### src/rtl/fa_bist_pkg.sv
`timescale 1ns/1ps
`default_nettype none
// ============================================================================
// Module      : fa_bist_pkg
// Description : Shared types, constants and golden model for the one-bit
//               full-adder built-in self-test sequencer.
// Revision    : 1.0 - initial release
// ============================================================================
package fa_bist_pkg;

    // Sequencer states; the width is fixed so the encoding is explicit.
    typedef enum logic [1:0] {
        ST_IDLE   = 2'd0,
        ST_APPLY  = 2'd1,
        ST_SAMPLE = 2'd2,
        ST_DONE   = 2'd3
    } state_t;

    // Exhaustive sweep over every {x,y,z} combination.
    localparam int unsigned FA_NUM_VECTORS = 8;

    // Reference full adder: returns {carry, sum}.
    function automatic logic [1:0] fa_golden(input logic x, input logic y, input logic z);
        return {(x & y) | (x & z) | (y & z), x ^ y ^ z};
    endfunction

endpackage
`default_nettype wire

### src/rtl/fa_bist.sv
`timescale 1ns/1ps
`default_nettype none
// ============================================================================
// Module      : fa_bist
// Description : Self-test sequencer for an external one-bit full adder.
//               Sweeps all eight input vectors, holds each for HOLD_CYCLES
//               cycles, samples {C,S} once, compares against the golden
//               model and reports verdict, error count and first failure.
// Revision    : 1.0 - initial release
// ============================================================================
module fa_bist
    import fa_bist_pkg::*;
#(
    parameter int HOLD_CYCLES = 2,
    parameter int ERR_W       = 4
) (
    input  logic             clk,
    input  logic             rst,
    input  logic             start,
    output logic             x,
    output logic             y,
    output logic             z,
    input  logic             c_in,
    input  logic             s_in,
    output logic             busy,
    output logic             done,
    output logic             pass,
    output logic [ERR_W-1:0] err_count,
    output logic [2:0]       first_fail_vec
);

    localparam logic [7:0]       C_HOLD_LAST = 8'(HOLD_CYCLES - 1);
    localparam logic [2:0]       C_LAST_VEC  = 3'(FA_NUM_VECTORS - 1);
    localparam logic [ERR_W-1:0] C_ERR_MAX   = '1;

    state_t           r_state;
    state_t           w_next;
    logic [2:0]       r_vec;
    logic [7:0]       r_hold;
    logic [ERR_W-1:0] r_err;
    logic [2:0]       r_first;
    logic             r_pass;
    logic             r_busy;
    logic             r_done;
    logic             w_mismatch;
    logic [ERR_W-1:0] w_err_next;

    // The adder is driven straight from r_vec, so its response is a pure
    // function of the current vector by the time SAMPLE compares it.
    assign w_mismatch = ({c_in, s_in} != fa_golden(r_vec[2], r_vec[1], r_vec[0]));
    assign w_err_next = (w_mismatch && (r_err != C_ERR_MAX)) ? r_err + ERR_W'(1) : r_err;

    // State register.
    always_ff @(posedge clk) begin
        if (rst) begin
            r_state <= ST_IDLE;
        end else begin
            r_state <= w_next;
        end
    end

    // Next-state logic; start is only looked at in IDLE, so it never queues.
    always_comb begin
        w_next = r_state;
        case (r_state)
            ST_IDLE:   if (start) w_next = ST_APPLY;
            ST_APPLY:  if (r_hold == C_HOLD_LAST) w_next = ST_SAMPLE;
            ST_SAMPLE: w_next = (r_vec == C_LAST_VEC) ? ST_DONE : ST_APPLY;
            ST_DONE:   w_next = ST_IDLE;
            default:   w_next = ST_IDLE;
        endcase
    end

    // Datapath and registered Moore outputs, derived from the next state so
    // busy/done line up with the state they describe.
    always_ff @(posedge clk) begin
        if (rst) begin
            r_vec   <= 3'd0;
            r_hold  <= 8'd0;
            r_err   <= '0;
            r_first <= 3'd0;
            r_pass  <= 1'b0;
            r_busy  <= 1'b0;
            r_done  <= 1'b0;
        end else begin
            r_busy <= (w_next == ST_APPLY) || (w_next == ST_SAMPLE);
            r_done <= (w_next == ST_DONE);
            case (r_state)
                ST_IDLE: begin
                    if (start) begin
                        r_vec   <= 3'd0;
                        r_hold  <= 8'd0;
                        r_err   <= '0;
                        r_first <= 3'd0;
                        r_pass  <= 1'b0;
                    end
                end
                ST_APPLY: begin
                    r_hold <= r_hold + 8'd1;
                end
                ST_SAMPLE: begin
                    r_err <= w_err_next;
                    if (w_mismatch && (r_err == '0)) begin
                        r_first <= r_vec;
                    end
                    // Wraps 7 -> 0 so DONE and IDLE drive vector 0.
                    r_vec  <= r_vec + 3'd1;
                    r_hold <= 8'd0;
                    if (r_vec == C_LAST_VEC) begin
                        r_pass <= (w_err_next == '0);
                    end
                end
                default: begin
                end
            endcase
        end
    end

    assign x              = r_vec[2];
    assign y              = r_vec[1];
    assign z              = r_vec[0];
    assign busy           = r_busy;
    assign done           = r_done;
    assign pass           = r_pass;
    assign err_count      = r_err;
    assign first_fail_vec = r_first;

endmodule
`default_nettype wire

### config.mk
export PLATFORM = sky130hd
export DESIGN_NAME = fa_bist
export DESIGN_NICKNAME = d
export VERILOG_FILES = /design/src/rtl/fa_bist_pkg.sv /design/src/rtl/fa_bist.sv
export SDC_FILE = /design/constraint.sdc
export NUM_CORES = 1
export LEC_CHECK = 0
export ABC_CLOCK_PERIOD_IN_PS = 5700
export CAP_MARGIN = 20
export CORE_MARGIN = 1
export CORE_UTILIZATION = 55
export DETAILED_ROUTE_END_ITERATION = 8
export PLACE_DENSITY = 0.81
export SETUP_SLACK_MARGIN = 0.2
export SLEW_MARGIN = 20
export SYNTH_ARGS = -nofsm -noshare
export SYNTH_HDL_FRONTEND = slang
export SYNTH_SLANG_ARGS = --single-unit
### constraint.sdc
create_clock -name clk -period 5.7 [get_ports clk]
set_input_delay 0.855 -clock clk [delete_from_list [all_inputs] [get_ports clk]]
set_output_delay 0.855 -clock clk [all_outputs]
set_load 0.01 [all_outputs]
==> impl_metrics.json <==
{
  "layout_commonest_cell": "dfxtp_1",
  "layout_common_cells": "dfxtp_1 (23), nor2_1 (18), clkdlybuf4s50_1 (17), a21oi_1 (11), inv_1 (8)",
  "syn-num-nets": 160,
  "nets": 174,
  "rows": 17,
  "cts_resized": 0,
  "vias": 1101,
  "final-setup-viol-count": 0,
  "crit_path_max_fanout": 5,
  "max_freq_mhz": 445,
  "p_per_area_nw_per_um2": 187,
  "clkTransAtPathRegs_ps": 120,
  "synth_edf_count": 0,
  "min_path_type": "register to register",
  "clk_latency_ps": 300,
  "setup_ws_ps": 3450,
  "drt_iter0_markers": 34,
  "final_antenna_net_count": 0,
  "cts_hold_buf": 0,
  "multiInputGateArea_um2": 743,
  "cts_root_buf": "clkbuf_4",
  "syn_to_final_growth_pct": 14.9,
  "yosys-top-cells-area": "dfxtp_1 (36%), ha_1 (6.9%), nor2_1 (5.3%)",
  "ys_ff_latch": 23,
  "ys_types": 40,
  "drive_gt1_share_pct": 6.25,
  "yosys.area.top_type": "dfxtp_1",
  "fin_skew_ps": 2.63,
  "cp-end-kind": "register",
  "synth.avg_cell_area_um2": 8.67,
  "die-area_um2": 2510,
  "finalWeightedCongestion": 0.803,
  "status": "finished with violations",
  "grtUsageMet1_pct": 25.6,
  "ir_drop_v": 0.000128,
  "grt_pass1_wl_um": 4280,
  "critPathLaunchType": "register",
  "insertedDiodeCount": 0,
  "final_hold_viol_count": 0,
  "antenna_found_initial": 0,
  "fin_util_pct": 66.9,
  "io_pins": 18,
  "fin_crit_ps": 2250,
  "grt_start_max_net_pins": 30,
  "regArea_um2": 460,
  "ctsLongestPathBuffers": 2,
  "first_pass_iters": 7,
  "post_drt_wl_per_cell_um": 13.7,
  "grtUsageMet2_pct": 40.9,
  "n_fill_cell": 169,
  "dp_hpwl_um": 1960,
  "cts_setup_buffers": 0,
  "core_um2": 2190,
  "rsz0062_at_grt": "no",
  "ys_seq_area_share_pct": 36.1,
  "fp.dieH_um": 50.1,
  "cts_buffers": 3,
  "max-slew-margin-rel_pct": 40.8,
  "violations": "DRC",
  "wl_um": 2580,
  "post-place-ws_ps": 3180,
  "grt_pass1_vias": 1018,
  "cp_data_required_time_ps": 5930,
  "cts_tree": "built",
  "gr-max-usage-layer": "met2",
  "crit_type": "register to register",
  "routed_via_density": 5.86,
  "max-cap-violations": 0,
  "arrival_ps": 2480,
  "grt_use_total_pct": 22.2,
  "syn_inst": 147,
  "clock-sinks": 23,
  "overflow": 0,
  "cts_htree_levels": 1,
  "fp.dieW_um": 50.1,
  "setup-tns-final_ps": 0,
  "synth_ff_type": "dfxtp_1",
  "gr-usage-met3_pct": 2.73,
  "ys_warn_count": 0,
  "port_buffers": 17,
  "synth_top_area_share_pct": 36.1,
  "tightestPinTransition_ps": 885,
  "leakagePower_nw": 0.502,
  "fin_crit_sh_pct": 39.4,
  "drc": 2,
  "syn_area_um2": 1270,
  "start_util_pct": 58.2,
  "slew_viol_final": 0,
  "async_flop_share_pct": 0
}
-- registers in the layout, summed over array words and instances, names as in the netlist --
register and flops:
r_vec 3, first_fail_vec 3, r_hold 8, pass 1
done 1, busy 1, err_count 4, r_state 2
-- cell families (layout without fill, tap and decap cells) --
family | count (synthesis) | in the layout | share of synthesized area (%)
DFF | 23 | 23 | 36.1
buffers and inverters | 16 | 29 | 5.59
AOI/OAI and AO/OA | 38 | 38 | 19.8
muxes | 5 | 5 | 4.02
xor gates and xnor gates | 2 | 2 | 1.37
adders and majority gates | 8 | 8 | 8.44
and+or+nand+nor | 55 | 55 | 24.6
-- routing by layer --
metal	wire length (um)	vias up
met5	0	-
met2	1390	34
met4	26	0
li1	-	554
met1	1070	507
met3	85	6
-- final cells by class --
cell class              count  share of cell area, %
inverters                   8                   2.05
multi-input cells         108                   50.7
flip-flops and latches     23                   31.4
well taps                  28                   2.39
repair buffers             17                   11.6
clock buffers               4                   1.79
-- power breakdown --
group / leakage, nW / switching (W) / total, W / internal, W
logic: 0.301 / 0.0000190 / 0.0000347 / 0.0000157
clock network: 0.0150 / 0.0000444 / 0.0000716 / 0.0000272
registers: 0.186 / 0.00000381 / 0.000167 / 0.000163
-- cells in the mapped netlist, types with 2 or more instances --
library cell / n
nor2_1: 18
a31oi_1: 3
nand2_1: 4
o21ai_0: 7
dfxtp_1: 23
a311oi_1: 3
a211oi_1: 2
nand2b_1: 5
xnor2_1: 2
mux2i_1: 4
nor3_1: 4
clkbuf_1: 4
o2111ai_1: 2
ha_1: 7
or2_2: 2
a22oi_1: 2
buf_2: 3
inv_1: 8
nand3_1: 4
a21oi_1: 11
nor2b_1: 5
nand3b_1: 5
o32ai_1: 2
-- critical path: stages, from the launching register on --
cell       delay [ps]
dfxtp_1           420
inv_1              90
fa_1              490
xnor2_1           390
o2111ai_1         160
a21oi_1           400
mux2i_1           240
-- stage by stage --
step	hold WS, ps	cells	power [W]	area (um^2)
floorplan	473	147	0.000196	1270
global placement	460	184	0.000205	1440
detailed placement	483	184	0.000206	1440
CTS	502	188	0.000277	1470
global route	511	188	0.000287	1470
finish	495	188	0.000274	1470
-- worst paths after layout --
| kind | startpoint | end | slack [ps] | depth (start not counted) |
|---|---|---|---|---|
| worst min register to register | first_fail_vec[2] | first_fail_vec[2] | 500 | 2 |
| worst max-delay path | r_vec[1] | first_fail_vec[2] | 3450 | 6 |
| worst min-delay path | first_fail_vec[2] | first_fail_vec[2] | 500 | 2 |
| worst max register to register | r_vec[1] | first_fail_vec[2] | 3450 | 6 |
Note: power is estimated with default switching activity, not from simulation.
